[src/rtl/queue_pkg.sv]
// Shared widths and ticket helpers for the service-queue front end, FIFO and dispatcher.
package queue_pkg;

  localparam int NW = 4;
  localparam int TW = 4;

  typedef logic [NW-1:0] ticket_t;
  typedef logic [TW-1:0] stime_t;

  localparam ticket_t TICKET_FIRST = ticket_t'(1);
  localparam ticket_t TICKET_LAST  = '1;

  // Ticket 0 means "no customer" on the displays, so the sequence skips it on wrap.
  function automatic ticket_t next_ticket(input ticket_t cur);
    return (cur == TICKET_LAST) ? TICKET_FIRST : cur + ticket_t'(1);
  endfunction

endpackage

[src/rtl/req_slot.sv]
// One-deep pending slot for a single arrival source, with reject/drop reporting.
module req_slot
  import queue_pkg::*;
(
  input  logic          clk,
  input  logic          rst_n,
  input  logic          req,
  input  logic [TW-1:0] t,
  input  logic          grant,
  output logic          p,
  output logic [TW-1:0] s,
  output logic          rej,
  output logic          drop
);

  logic zero_time;
  logic capture;

  assign zero_time = (t == '0);
  // A slot being granted this cycle is free again, so a new arrival can take it.
  assign capture   = req && !zero_time && (!p || grant);

  always_ff @(posedge clk or negedge rst_n) begin
    if (!rst_n) begin
      p    <= 1'b0;
      s    <= '0;
      rej  <= 1'b0;
      drop <= 1'b0;
    end else begin
      rej  <= req && zero_time;
      drop <= req && !zero_time && p && !grant;
      if (capture) begin
        p <= 1'b1;
        s <= t;
      end else if (grant) begin
        p <= 1'b0;
      end
    end
  end

endmodule

[src/rtl/ticket_arbiter.sv]
// Round-robin arbiter sharing the queue FIFO write port between two arrival sources,
// stamping each admitted customer with a sequential ticket number.
module ticket_arbiter
  import queue_pkg::*;
(
  input  logic          clk,
  input  logic          rst_n,
  input  logic          req0,
  input  logic          req1,
  input  logic [TW-1:0] t0,
  input  logic [TW-1:0] t1,
  input  logic          full,
  output logic          we,
  output logic [NW-1:0] wn,
  output logic [TW-1:0] wt,
  output logic [1:0]    pend,
  output logic          rej0,
  output logic          rej1,
  output logic          drop0,
  output logic          drop1
);

  logic          p0;
  logic          p1;
  logic [TW-1:0] s0;
  logic [TW-1:0] s1;
  logic          ptr;
  logic          sel;
  logic          grant_any;
  logic          grant0;
  logic          grant1;
  ticket_t       ticket;

  // Holding off while we is high keeps one write in flight, so full is never stale.
  assign grant_any = !full && !we && (p0 || p1);
  assign sel       = (p0 && p1) ? ptr : p1;
  assign grant0    = grant_any && !sel;
  assign grant1    = grant_any && sel;
  assign pend      = {p1, p0};

  req_slot u_slot0 (
    .clk   (clk),
    .rst_n (rst_n),
    .req   (req0),
    .t     (t0),
    .grant (grant0),
    .p     (p0),
    .s     (s0),
    .rej   (rej0),
    .drop  (drop0)
  );

  req_slot u_slot1 (
    .clk   (clk),
    .rst_n (rst_n),
    .req   (req1),
    .t     (t1),
    .grant (grant1),
    .p     (p1),
    .s     (s1),
    .rej   (rej1),
    .drop  (drop1)
  );

  always_ff @(posedge clk or negedge rst_n) begin
    if (!rst_n) begin
      we     <= 1'b0;
      wn     <= '0;
      wt     <= '0;
      ptr    <= 1'b0;
      ticket <= TICKET_FIRST;
    end else begin
      we <= grant_any;
      if (grant_any) begin
        wn     <= ticket;
        wt     <= sel ? s1 : s0;
        ptr    <= !sel;
        ticket <= next_ticket(ticket);
      end
    end
  end

endmodule
[config.mk]
export PLATFORM = sky130hd
export DESIGN_NAME = ticket_arbiter
export DESIGN_NICKNAME = d
export VERILOG_FILES = /design/src/rtl/queue_pkg.sv /design/src/rtl/req_slot.sv /design/src/rtl/ticket_arbiter.sv
export SDC_FILE = /design/constraint.sdc
export NUM_CORES = 1
export LEC_CHECK = 0
export ABC_AREA = 1
export CORE_UTILIZATION = 40
export CTS_CLUSTER_DIAMETER = 200
export DETAILED_ROUTE_END_ITERATION = 6
export GPL_TIMING_DRIVEN = 0
export PLACE_DENSITY = 0.68
export SETUP_SLACK_MARGIN = 0.5
export SYNTH_ARGS = -nofsm -noshare
export SYNTH_HDL_FRONTEND = slang
export SYNTH_HIERARCHICAL = 1
export SYNTH_SLANG_ARGS = --single-unit
[constraint.sdc]
create_clock -name clk -period 2.25 [get_ports clk]
set_input_delay 0.45 -clock clk [delete_from_list [all_inputs] [get_ports clk]]
set_output_delay 0.45 -clock clk [all_outputs]
set_load 0.05 [all_outputs]
==> flow_summary.yaml <==
final_layout:
  final_util_pct: 53.20
  num-nets-final: 189
  final_common_cell: "nand2_1"
  drive_gt1_share_pct: 16.67
  fillers: 309
  antenna_cells: 0
  area_growth_syn_to_layout_pct: 26.51
  layout_common_cells: "41 x nand2_1, 25 x dfrtp_1, 14 x inv_1"
setup_path:
  crit_buf_inv: 1
  critical_path_class: "flop to primary output"
  end_kind: "primary output"
  critPathLaunch: "wt[2]$_DFFE_PN0N_"
  crit_required_ns: 1.80
  worstPathMaxFanout: 2
  path_cells: "dlygate4sd2_1"
  startpoint_type: "flop"
  crit_family: "buffers and inverters"
  cp_slowest_cell: "dlygate4sd2_1"
  r2r_slack_ns: 0.82
  r2r-start: "u_slot0/p$_DFFE_PN0P_"
  max_stage_delay_ns: 0.53
  cp.arrival_ns: 1.23
die:
  initial_core_util_pct: 42.05
  io_pins: 28
  die_h_um: 58.65
  fp.dieArea_mm2: 0.003440
  num_rows: 20
  die_x_um: 58.65
  core_mm2: 0.003053
sta:
  fin_skew_ns: 0.001218
  hold_violations: 0
  fmax_mhz: 594.0
  grt_setup_unrepaired: "false"
  setup_viol: 0
  max_slew.worst_pin.slew_ns: 0.6139
  slew_viol_final: 0
  slew_headroom_pct: 59.07
  post-route-period-util_pct: 74.83
  tns_ns: 0
  post-route-min-period_ns: 1.684
routing:
  drc_errors: 0
  ant_nets: 0
  drt-initial-drc-count: 28
  drtPass1Iterations: 6
  drt_wl_total_um: 2427
  vias_per_cell: 4.725
  vias: 1030
  routedWlPerCell_um: 11.13
cts:
  cts_root_buf: "clkbuf_4"
  cts-buffers-inserted: 3
  htreeDepth: 1
  ctsHoldBuffers: 0
  cts_tree: "yes"
  clk_latency_ns: 0.32
  clock_sinks: 28
  path_clk_slew_ns: 0.14
  ctsLongestPathBuffers: 2
power:
  p_leak_nw: 0.8211
  p_per_area_mw_per_mm2: 1134
  total_power_mw: 1.842
  peakVddDrop_mv: 0.4891
global_route:
  grt_antenna_before_repair: 0
  grt_pass1_wl_um: 4084
  grt_remaining_overflow: 0
  grt_use_total_pct: 15.44
  grt_max_degree: 29
  grt_pass1_vias: 979
yosys:
  ys_types: 16
  synth_area_mm2: 0.001284
  synth_edf_count: 0
  yosys_most_used_dff: "dfrtp_1"
  synth_fp_nets: 156
  avgSynthCellArea_um2: 9.040
  async_reset_ff_share_pct: 100.0
  yosys_warnings: 6
  yosysSeqAreaShare_pct: 54.68
  ys_seq_elements: 28
  synthCells: 142
place:
  hpwl_um: 1878
  portBuffers: 27
  place_congestion: 0.7209
worst_hold_path:
  min_path_type: "primary input to async pin"
status:
  status: "complete, no violations"
flow_run:
  drv_cap: 0
[per-stage QoR]
stage	instances	hold slack [ns]	cell area, um^2	worst slack [ns]
final	218	0.1125	1624	0.5664
after detailed placement	213	0.4632	1609	0.3057
after global routing	218	0.1480	1624	0.5061
after global placement	213	0.4589	1609	0.3202
after floorplan	142	0.1544	1284	0.7951
after CTS	217	0.4905	1625	0.3607
[kinds of logic (layout without fill, tap and decap cells)]
kind of cell,after synthesis,after routing,synth area share [%]
AOI/OAI and AO/OA,6,6,2.339
adders and majority gates,1,1,0.9745
buffers and inverters,18,50,7.017
DFF,28,28,54.68
and+or+nand+nor,89,89,34.99
[registers in the layout, summed over array words and instances, names as in the netlist, 4 cells and up]
name / count
u_slot0/s: 4
wt: 4
ticket: 4
wn: 4
u_slot1/s: 4
[cell type report]
type,instances,area [um^2],area share (%)
Buffer,4,37.54,2.311
Clock buffer,4,26.28,1.618
Inverter,14,52.55,3.236
Multi-Input combinational cell,96,491.7,30.28
Sequential cell,28,704.4,43.37
Tap cell,44,55.05,3.390
Timing Repair Buffer,28,256.5,15.79
[Yosys cell counts, types with 2 or more instances]
cell     instances  share of area, %
buf_4            2               1.2
nand4_1         12               5.8
nand2_4          2               1.8
nand2_1         41                12
dfrtp_1         27                53
nand3_1         10               3.9
nor2_2           6               2.9
o21ai_0          6               2.3
buf_6            2               1.8
nand3_4          2               2.7
nand2_2          3               1.5
inv_1           14               4.1
nor2_1          12               3.5
[power breakdown]
part	internal (mW)	total [mW]	switching [mW]	leakage, nW
Sequential	0.698	0.819	0.121	0.343
Combinational	0.249	0.814	0.565	0.464
Clock	0.0695	0.209	0.139	0.0150
[metal layers]
metal	wire [um]	GRT usage (%)	part of all wire [%]	vias to the layer above
li1	-	-	-	521
met3	89	2.418	3.7	3
met1	1073	18.79	44	486
met4	22	3.061	0.91	0
met2	1241	28.90	51	20
met5	0	0	0	-
[path summary, 6_finish.rpt]
| kind | end | cells after the start |
|---|---|---|
| max in group asynchronous | u_slot1/p$_DFFE_PN0P_ | 1 |
| setup / recovery | wt[2] | 1 |
| hold reg to reg | wn[3]$_DFFE_PN0N_ | 2 |
| min in group clk | wn[3]$_DFFE_PN0N_ | 2 |
| hold / removal | we$_DFF_PN0_ | 1 |
| setup reg to reg | u_slot1/s[3]$_DFFE_PN0P_ | 8 |
[repair_timing]
item,in CTS,in global routing
gates resized for setup,22,4
endpoints found under the setup margin,15,3
buffers inserted,0,1
No activity file was read; power rests on OpenSTA's default activity.
